[config.mk]
export PLATFORM = sky130hd
export DESIGN_NAME = instruction_fetch
export DESIGN_NICKNAME = d
export VERILOG_FILES = /design/src/rtl/instruction_fetch.sv
export SDC_FILE = /design/constraint.sdc
export NUM_CORES = 1
export LEC_CHECK = 0
export ABC_AREA = 1
export CAP_MARGIN = 40
export CELL_PAD_IN_SITES_DETAIL_PLACEMENT = 0
export CELL_PAD_IN_SITES_GLOBAL_PLACEMENT = 1
export CORE_MARGIN = 4
export CORE_UTILIZATION = 32
export CTS_CLUSTER_SIZE = 30
export DETAILED_ROUTE_END_ITERATION = 10
export PLACE_DENSITY = 0.92
export SETUP_SLACK_MARGIN = 0.05
export SLEW_MARGIN = 20
export SYNTH_ARGS = -nofsm -noshare
export SYNTH_HDL_FRONTEND = slang
export SYNTH_SLANG_ARGS = --single-unit
export TNS_END_PERCENT = 10
[constraint.sdc]
create_clock -name clk -period 3.4 [get_ports clk]
set_input_delay 0.51 -clock clk [delete_from_list [all_inputs] [get_ports clk]]
set_output_delay 0.51 -clock clk [all_outputs]
set_load 0.02 [all_outputs]
[src/rtl/instruction_fetch.sv]
// Instruction fetch unit: issues one aligned memory read per FETCH episode,
// waits (bounded) for the single-cycle ack, hands the word to the instruction
// register and reports misalignment or bus timeout as sticky faults.
//
// Handshakes: o_mem_rd is a level request held with o_mem_addr stable until
// a single-cycle i_mem_ack (data valid with it) or timeout; o_valid/o_instr
// are held stable until the consumer pulses i_fetch_over, which completes the
// transfer in that same cycle.
module instruction_fetch #(
   parameter int TIMEOUT = 255
) (
   input  logic        clk,
   input  logic        rst_n,
   input  logic [31:0] state,
   input  logic [31:0] i_pc,
   input  logic        i_flush,
   output logic [31:0] o_mem_addr,
   output logic        o_mem_rd,
   input  logic [31:0] i_mem_data,
   input  logic        i_mem_ack,
   output logic [31:0] o_instr,
   output logic        o_valid,
   input  logic        i_fetch_over,
   output logic        o_misaligned,
   output logic        o_bus_error,
   output logic [31:0] o_fetch_count,
   output logic [2:0]  o_dbg_state
);

   typedef enum logic [2:0] {
      S_IDLE    = 3'd0,
      S_REQ     = 3'd1,
      S_DELIVER = 3'd2,
      S_HOLD    = 3'd3,
      S_ERROR   = 3'd4
   } fsm_t;

   localparam logic [31:0] LP_NOP       = 32'h0000_0013;
   // Value of the wait counter on the last REQ cycle before timing out.
   localparam logic [7:0]  LP_WAIT_LAST = 8'(TIMEOUT - 1);

   fsm_t        r_fsm, w_fsm_nxt;
   logic [31:0] r_mem_addr, w_mem_addr_nxt;
   logic        r_mem_rd, w_mem_rd_nxt;
   logic [31:0] r_instr, w_instr_nxt;
   logic        r_valid, w_valid_nxt;
   logic        r_misaligned, w_misaligned_nxt;
   logic        r_bus_error, w_bus_error_nxt;
   logic [31:0] r_fetch_count, w_fetch_count_nxt;
   logic [7:0]  r_wait, w_wait_nxt;
   logic        w_cpu_fetch;

   assign w_cpu_fetch = (state == 32'h0);

   // FSM state register.
   always_ff @(posedge clk) begin
      if (!rst_n) r_fsm <= S_IDLE;
      else        r_fsm <= w_fsm_nxt;
   end

   // Next-state and next register values; flush overrides every state.
   always_comb begin
      w_fsm_nxt         = r_fsm;
      w_mem_addr_nxt    = r_mem_addr;
      w_mem_rd_nxt      = r_mem_rd;
      w_instr_nxt       = r_instr;
      w_valid_nxt       = r_valid;
      w_misaligned_nxt  = r_misaligned;
      w_bus_error_nxt   = r_bus_error;
      w_fetch_count_nxt = r_fetch_count;
      w_wait_nxt        = r_wait;
      if (i_flush) begin
         w_fsm_nxt        = S_IDLE;
         w_mem_rd_nxt     = 1'b0;
         w_valid_nxt      = 1'b0;
         w_misaligned_nxt = 1'b0;
         w_bus_error_nxt  = 1'b0;
         w_wait_nxt       = 8'd0;
      end else begin
         case (r_fsm)
            S_IDLE: begin
               if (w_cpu_fetch) begin
                  if (i_pc[1:0] == 2'b00) begin
                     w_mem_addr_nxt = i_pc;
                     w_mem_rd_nxt   = 1'b1;
                     w_wait_nxt     = 8'd0;
                     w_fsm_nxt      = S_REQ;
                  end else begin
                     w_misaligned_nxt = 1'b1;
                     w_fsm_nxt        = S_ERROR;
                  end
               end
            end
            S_REQ: begin
               // An ack on the final allowed cycle still completes the fetch.
               if (i_mem_ack) begin
                  w_instr_nxt  = i_mem_data;
                  w_mem_rd_nxt = 1'b0;
                  w_valid_nxt  = 1'b1;
                  w_fsm_nxt    = S_DELIVER;
               end else if (r_wait == LP_WAIT_LAST) begin
                  w_mem_rd_nxt    = 1'b0;
                  w_bus_error_nxt = 1'b1;
                  w_fsm_nxt       = S_ERROR;
               end else begin
                  w_wait_nxt = r_wait + 8'd1;
               end
            end
            S_DELIVER: begin
               if (i_fetch_over) begin
                  w_valid_nxt       = 1'b0;
                  w_fetch_count_nxt = r_fetch_count + 32'd1;
                  w_fsm_nxt         = S_HOLD;
               end
            end
            S_HOLD: begin
               // Wait for the CPU to leave FETCH so each episode fetches once.
               if (!w_cpu_fetch) w_fsm_nxt = S_IDLE;
            end
            S_ERROR: begin
               // Faults stay latched until a flush.
            end
            default: w_fsm_nxt = S_IDLE;
         endcase
      end
   end

   // Datapath and output registers.
   always_ff @(posedge clk) begin
      if (!rst_n) begin
         r_mem_addr    <= 32'h0;
         r_mem_rd      <= 1'b0;
         r_instr       <= LP_NOP;
         r_valid       <= 1'b0;
         r_misaligned  <= 1'b0;
         r_bus_error   <= 1'b0;
         r_fetch_count <= 32'h0;
         r_wait        <= 8'd0;
      end else begin
         r_mem_addr    <= w_mem_addr_nxt;
         r_mem_rd      <= w_mem_rd_nxt;
         r_instr       <= w_instr_nxt;
         r_valid       <= w_valid_nxt;
         r_misaligned  <= w_misaligned_nxt;
         r_bus_error   <= w_bus_error_nxt;
         r_fetch_count <= w_fetch_count_nxt;
         r_wait        <= w_wait_nxt;
      end
   end

   assign o_mem_addr    = r_mem_addr;
   assign o_mem_rd      = r_mem_rd;
   assign o_instr       = r_instr;
   assign o_valid       = r_valid;
   assign o_misaligned  = r_misaligned;
   assign o_bus_error   = r_bus_error;
   assign o_fetch_count = r_fetch_count;
   assign o_dbg_state   = r_fsm;

endmodule

* After elaboration in Yosys (flattened, before gate mapping)
Index checks and enable logic that the tools add are counted.
** Cells by class
- Muxes and demuxes :: 20
- Reduce and logical (&&, ||, !) cells :: 15
- Bitwise operators :: 5
- Add/subtract/negate cells :: 2
- Equality and inequality tests :: 13
** Operators by type and width (number)
- $add 32x1->32 const B :: 1
- $logic_not 32->1 :: 1
- $mux 8 :: 4
- $mux 3 :: 6
- $pmux 8 s2 :: 1
- $pmux 3 s5 :: 1
- $reduce_and 3->1 :: 5
- $ne 2x2->1 const B :: 7
- $reduce_and 5->1 :: 2
- $add 8x1->8 const B :: 1
- $eq 8x8->1 const B :: 1
- $reduce_and 4->1 :: 2
- $eq 3x2->1 const B :: 2
- $mux 1 :: 6
- $not 1->1 :: 5
- $pmux 1 s2 :: 2
- $reduce_bool 2->1 :: 2
- $eq 3x1->1 const B :: 1
- $eq 3x3->1 const B :: 1
- $logic_not 3->1 :: 1
- $ne 3x3->1 const B :: 1
- $logic_not 2->1 :: 1
- $reduce_or 2->1 :: 1
** Word-level totals
- Input port bits :: 101
- Logic and storage cells :: 64
- Output and inout port bits :: 103
- Flip-flop bits (word level) :: 111

* Longest topological paths before layout
- Depth after elaboration :: 4
- Gate-level depth with buffers :: 11

* Worst setup path before layout
No wires, ideal clock.
- Path type :: input to register
- From :: input i_flush
- To :: register r_fetch_count[26] (netlist: o_fetch_count[26])
- Slack :: 1.641 ns
- Arrival time :: 1.649 ns
- Cell stages on the path :: 11
- Required time :: 3.290 ns
- Library setup time :: 0.110 ns
- Cell sequence :: clkbuf_1 > nor2_1 > nand2_4 > nor2_8 > nand2_4 > nor2_8 > nand2_4 > nor2_1 > nand2_1 > nand2_1 > nor2_1
** Between the ends
- Word-level cells in the longest chain between the ends :: 2
** Ends and longest elaborated chain
- start, declared :: line 16 : input logic i_flush,
- $not 1->1 (no line)
- $reduce_and 3->1 (no line)
- end signal, assigned :: line 146 : r_fetch_count <= w_fetch_count_nxt;
- end, declared :: line 49 : logic [31:0] r_fetch_count, w_fetch_count_nxt;
No other way between the ends.
A chain may end at the register's enable or synchronous reset.

* Final worst setup path
- From :: input state[16]
- To :: register r_mem_addr[25] (netlist: o_mem_addr[25])
** Between the ends
- Word-level cells in the longest chain between the ends :: 2
** Ends and longest elaborated chain
- start, declared :: line 14 : input logic [31:0] state,
- $logic_not 32->1 :: line 53 : assign w_cpu_fetch = (state == 32'h0);
- $reduce_and 4->1 (no line)
- end signal, assigned :: line 140 : r_mem_addr <= w_mem_addr_nxt;
- end, declared :: line 43 : logic [31:0] r_mem_addr, w_mem_addr_nxt;
No other way between the ends.

==> results.md <==
- sky130_fd_sc_hd__nor2_1 is the most common cell in the netlist.
- The worst min-delay path category is reg -> reg.
- The total inserted antenna cells is 0.
- The later pin in the worst-skew pair is clocked with a latency of ~0.34 ns.
- The number of warnings issued by yosys is 0.
- The post-synthesis to final-layout area growth is 50.1%.
- Entering global routing, the biggest net connects 83 pins.
- The first TritonRoute pass finished after 6 iterations.
- Power spread over the standard cell area amounts to 325 nW/µm².
- The detail route stage leaves a number of antenna-violating nets equal to 0.
- The full die area is between 15000 and 20000 µm².
- The cell area after synthesis is around 5000 µm².
- Setup repair after global routing left no endpoint under its margin.
- The average detailed-routed wire length per instance is ~13 µm.
- The flow ran to the end, and the final reports show no timing, DRC or antenna violations.
- The maximum frequency from static timing analysis is approximately 460 MHz.
- Summing over every cut layer, the via total after detailed routing is between 4000 and 5000.
- The number of hold-slack violations in the final timing report is 0.
- The half-perimeter wire length after placement is around 10000 µm.
- The buffer depth of the longest clock path is 2.
- The worst-case IR drop observed on VDD is roughly 0.00031 V.
- After detailed routing, the total wire length is ~14000 µm.
- Data on the critical path arrives at its endpoint at roughly 2.5 ns.
- Of all flip-flops after synthesis, the portion carrying an async set or reset was 0.
- The worst setup path is captured at a flop.
- The initial antenna violation count is 0.
- Measured along the x axis, the die boundary spans around 130 µm.
- The worst setup path category is in -> reg.
- The most used flip-flop cell after synthesis is sky130_fd_sc_hd__dfxtp_1.
- Counting instances in the post-synthesis netlist gives the leading cell types as sky130_fd_sc_hd__nor2_1 (176), sky130_fd_sc_hd__dfxtp_1 (111), sky130_fd_sc_hd__nand2_1 (100), sky130_fd_sc_hd__o21ai_0 (65), sky130_fd_sc_hd__inv_1 (57).
- The floorplan step defined a core boundary enclosing around 15000 µm².
- Buffers added to address setup during post-CTS repair amount to 0.
- In this run, post-CTS repair resized a total of 0 instances.
- The number of design rule violations left after detail routing is 0.
- The largest clock skew in the final design is around 0.0055 ns.
- The post-layout worst setup margin is 1.21 ns.
- At the end of routability-driven placement, the weighted congestion stood at about 0.8.
- Synthesis produced a netlist with a net count of 800.
- Max-cap violations in this run came to 0.
- In this run the worst path has a maximum fanout of 20.
- Using the TritonRoute via totals, the vias-per-cell ratio works out to approximately 4.6.
- By area the synthesized netlist is led by sky130_fd_sc_hd__dfxtp_1 (45%), sky130_fd_sc_hd__nor2_1 (13%), sky130_fd_sc_hd__nand2_1 (7.5%).
- For this design the top-level I/O count stands at approximately 200.
- The quantity of I/O buffers inserted on ports is 203.
- The global-route congestion overflow total is 0.
- The number of nets at the end of the flow is roughly 990.
- The starting DRC count in detailed routing is between 200 and 250.
- The total negative setup slack is 0 ns.
- For this design the static power due to leakage is between 2 and 3 nW.
- The number of flip-flops and latches in the synthesized netlist is about 110.
- The max-slew headroom at the worst pin is 0.494.
- The first global-routing pass estimated ~23000 µm of wire.
- The number of hold buffers added after CTS was 0.
- The clock tree from TritonCTS is built.
- The biggest area contributor in the post-synthesis netlist is sky130_fd_sc_hd__dfxtp_1.
- The initial utilization of the core area, before any placement, comes to 0.327.
- Before CTS, the worst setup slack after placement is roughly 0.83 ns.
- STA classifies the critical path startpoint as a primary input.
- The final count of pins violating max slew is 0.
- Of the synthesized area, sequential elements account for 0.446.
- The chip height is 133 µm.
- For the worst setup path, the data required time is 3.67 ns.
- The tree built by TritonCTS fans out to approximately 110 sinks.
- Setup violations remaining at the end of the flow were counted as 0.
- Counting the buffers created by CTS gives 9.
- The fraction of layout cells with a size suffix above 1 is 0.0526.
- For the finished layout, the period the worst path requires is between 2 and 2.5 ns.
- In this run, synthesis inferred 0 flip-flops with an integrated enable.
- The total track usage is 0.155.
- The CTS root buffer is sky130_fd_sc_hd__clkbuf_16.
- The number of H-tree levels is 3.
- In this run, distinct cell masters in the synthesized netlist total 33.
- After technology mapping, the gate count stands at roughly 700.
- The floorplan has 45 rows.
- The share of the synthesized area in the top cell type is 0.446.
- The average footprint of a synthesized cell is approximately 7.2 µm².
- The slew at the pin closest to its max-slew limit is around 0.76 ns.
- In the finished design, the share of the clock period the worst path needs comes to 0.645.
- The number of global-route vias before repair is about 4600.
- The slack of the worst reg-to-reg path is around 1.5 ns.
- After clock tree synthesis, the clock-pin slew on the worst setup and hold paths is roughly 0.070 ns.
## cell usage in the layout (no fill, tap or decap), drive strengths merged
cell type	n
nand2	107
ha	3
o21bai	2
dfxtp	111
nor3	49
clkinv	2
or2	1
nand3	29
o21a	2
o21ai	72
xor2	9
a21oi	24
clkbuf	14
nand4	6
clkdlybuf4s50	202
buf	8
xnor2	1
nor3b	5
nor4	3
inv	58
nor2	186
## logic make-up after synthesis
| logic type | synth area share |
|---|---|
| XOR/XNOR | 0.0176 |
| flip-flops | 0.446 |
| AO/OA/AOI/OAI | 0.103 |
| buffers and inverters | 0.0671 |
| AND/OR/NAND/NOR | 0.358 |
| adder cells (fa/ha/maj) | 0.00754 |
## sequential cells by signal, indices dropped and copies added, names as in the netlist
| name | count |
|---|---|
| o_fetch_count | 32 |
| o_instr | 32 |
| o_mem_addr | 32 |
| r_wait | 8 |
| o_dbg_state | 3 |
| o_bus_error | 1 |
| o_mem_rd | 1 |
| o_misaligned | 1 |
| o_valid | 1 |
## stage by stage
stage	hold WS (ns)	util	power, W	instance area, µm²	instances
finish	0.433	0.491	0.00243	7470	1082
global route	0.461	0.491	0.00252	7470	1082
CTS	0.433	0.491	0.00247	7470	1082
detailed placement	0.423	0.474	0.00149	7210	1067
global placement	0.423	0.473	0.00149	7180	1066
floorplan	0.468	-	0.00137	4980	696
## layer usage
metal  share of wire  up-vias  global-route usage  wire length [µm]
met3           0.078       17              0.0605              1100
met2            0.46      131               0.256              6590
li1                -     2613                   -                 -
met1            0.44     2192               0.187              6250
met4           0.016        0              0.0502               231
met5               0        -                   0                 0
## power breakdown
part           internal, W     switching [W]  total [W]
clock network     0.000514          0.000454   0.000968
logic             0.000109         0.0000532   0.000162
registers          0.00130  0.00000000000136    0.00130
## critical path, cell delays in order
cell                              delay [ns]
sky130_fd_sc_hd__clkdlybuf4s50_1        0.40
sky130_fd_sc_hd__nor2_1                 0.11
sky130_fd_sc_hd__nand2_1                0.07
sky130_fd_sc_hd__nor2_1                 0.10
sky130_fd_sc_hd__nand2_1                0.08
sky130_fd_sc_hd__nor2_2                 0.22
sky130_fd_sc_hd__nand2_1                0.13
sky130_fd_sc_hd__nor2_2                 0.42
sky130_fd_sc_hd__buf_12                 0.21
sky130_fd_sc_hd__o21ai_0                0.08
sky130_fd_sc_hd__nor2_1                 0.13
## path summary, 6_finish.rpt
check / from / to / cells past startpoint
setup / recovery: state[16] / o_mem_addr[25]$_SDFFE_PN0P_ / 11
hold / removal: o_mem_addr[1]$_SDFFE_PN0P_ / o_mem_addr[1]$_SDFFE_PN0P_ / 2
setup reg to reg: o_dbg_state[2]$_SDFFE_PP0P_ / o_mem_addr[25]$_SDFFE_PN0P_ / 8
hold reg to reg: o_mem_addr[1]$_SDFFE_PN0P_ / o_mem_addr[1]$_SDFFE_PN0P_ / 2
## area by class of cell
class	count	area, µm²
fill	1495	7730
multi-input combinational	499	2420
sequential	111	2220
timing repair buffer	210	2110
clock buffer	14	254
tap	188	235
inverter	59	221
clock inverter	1	5.00
(Power assumes the default switching activity.)
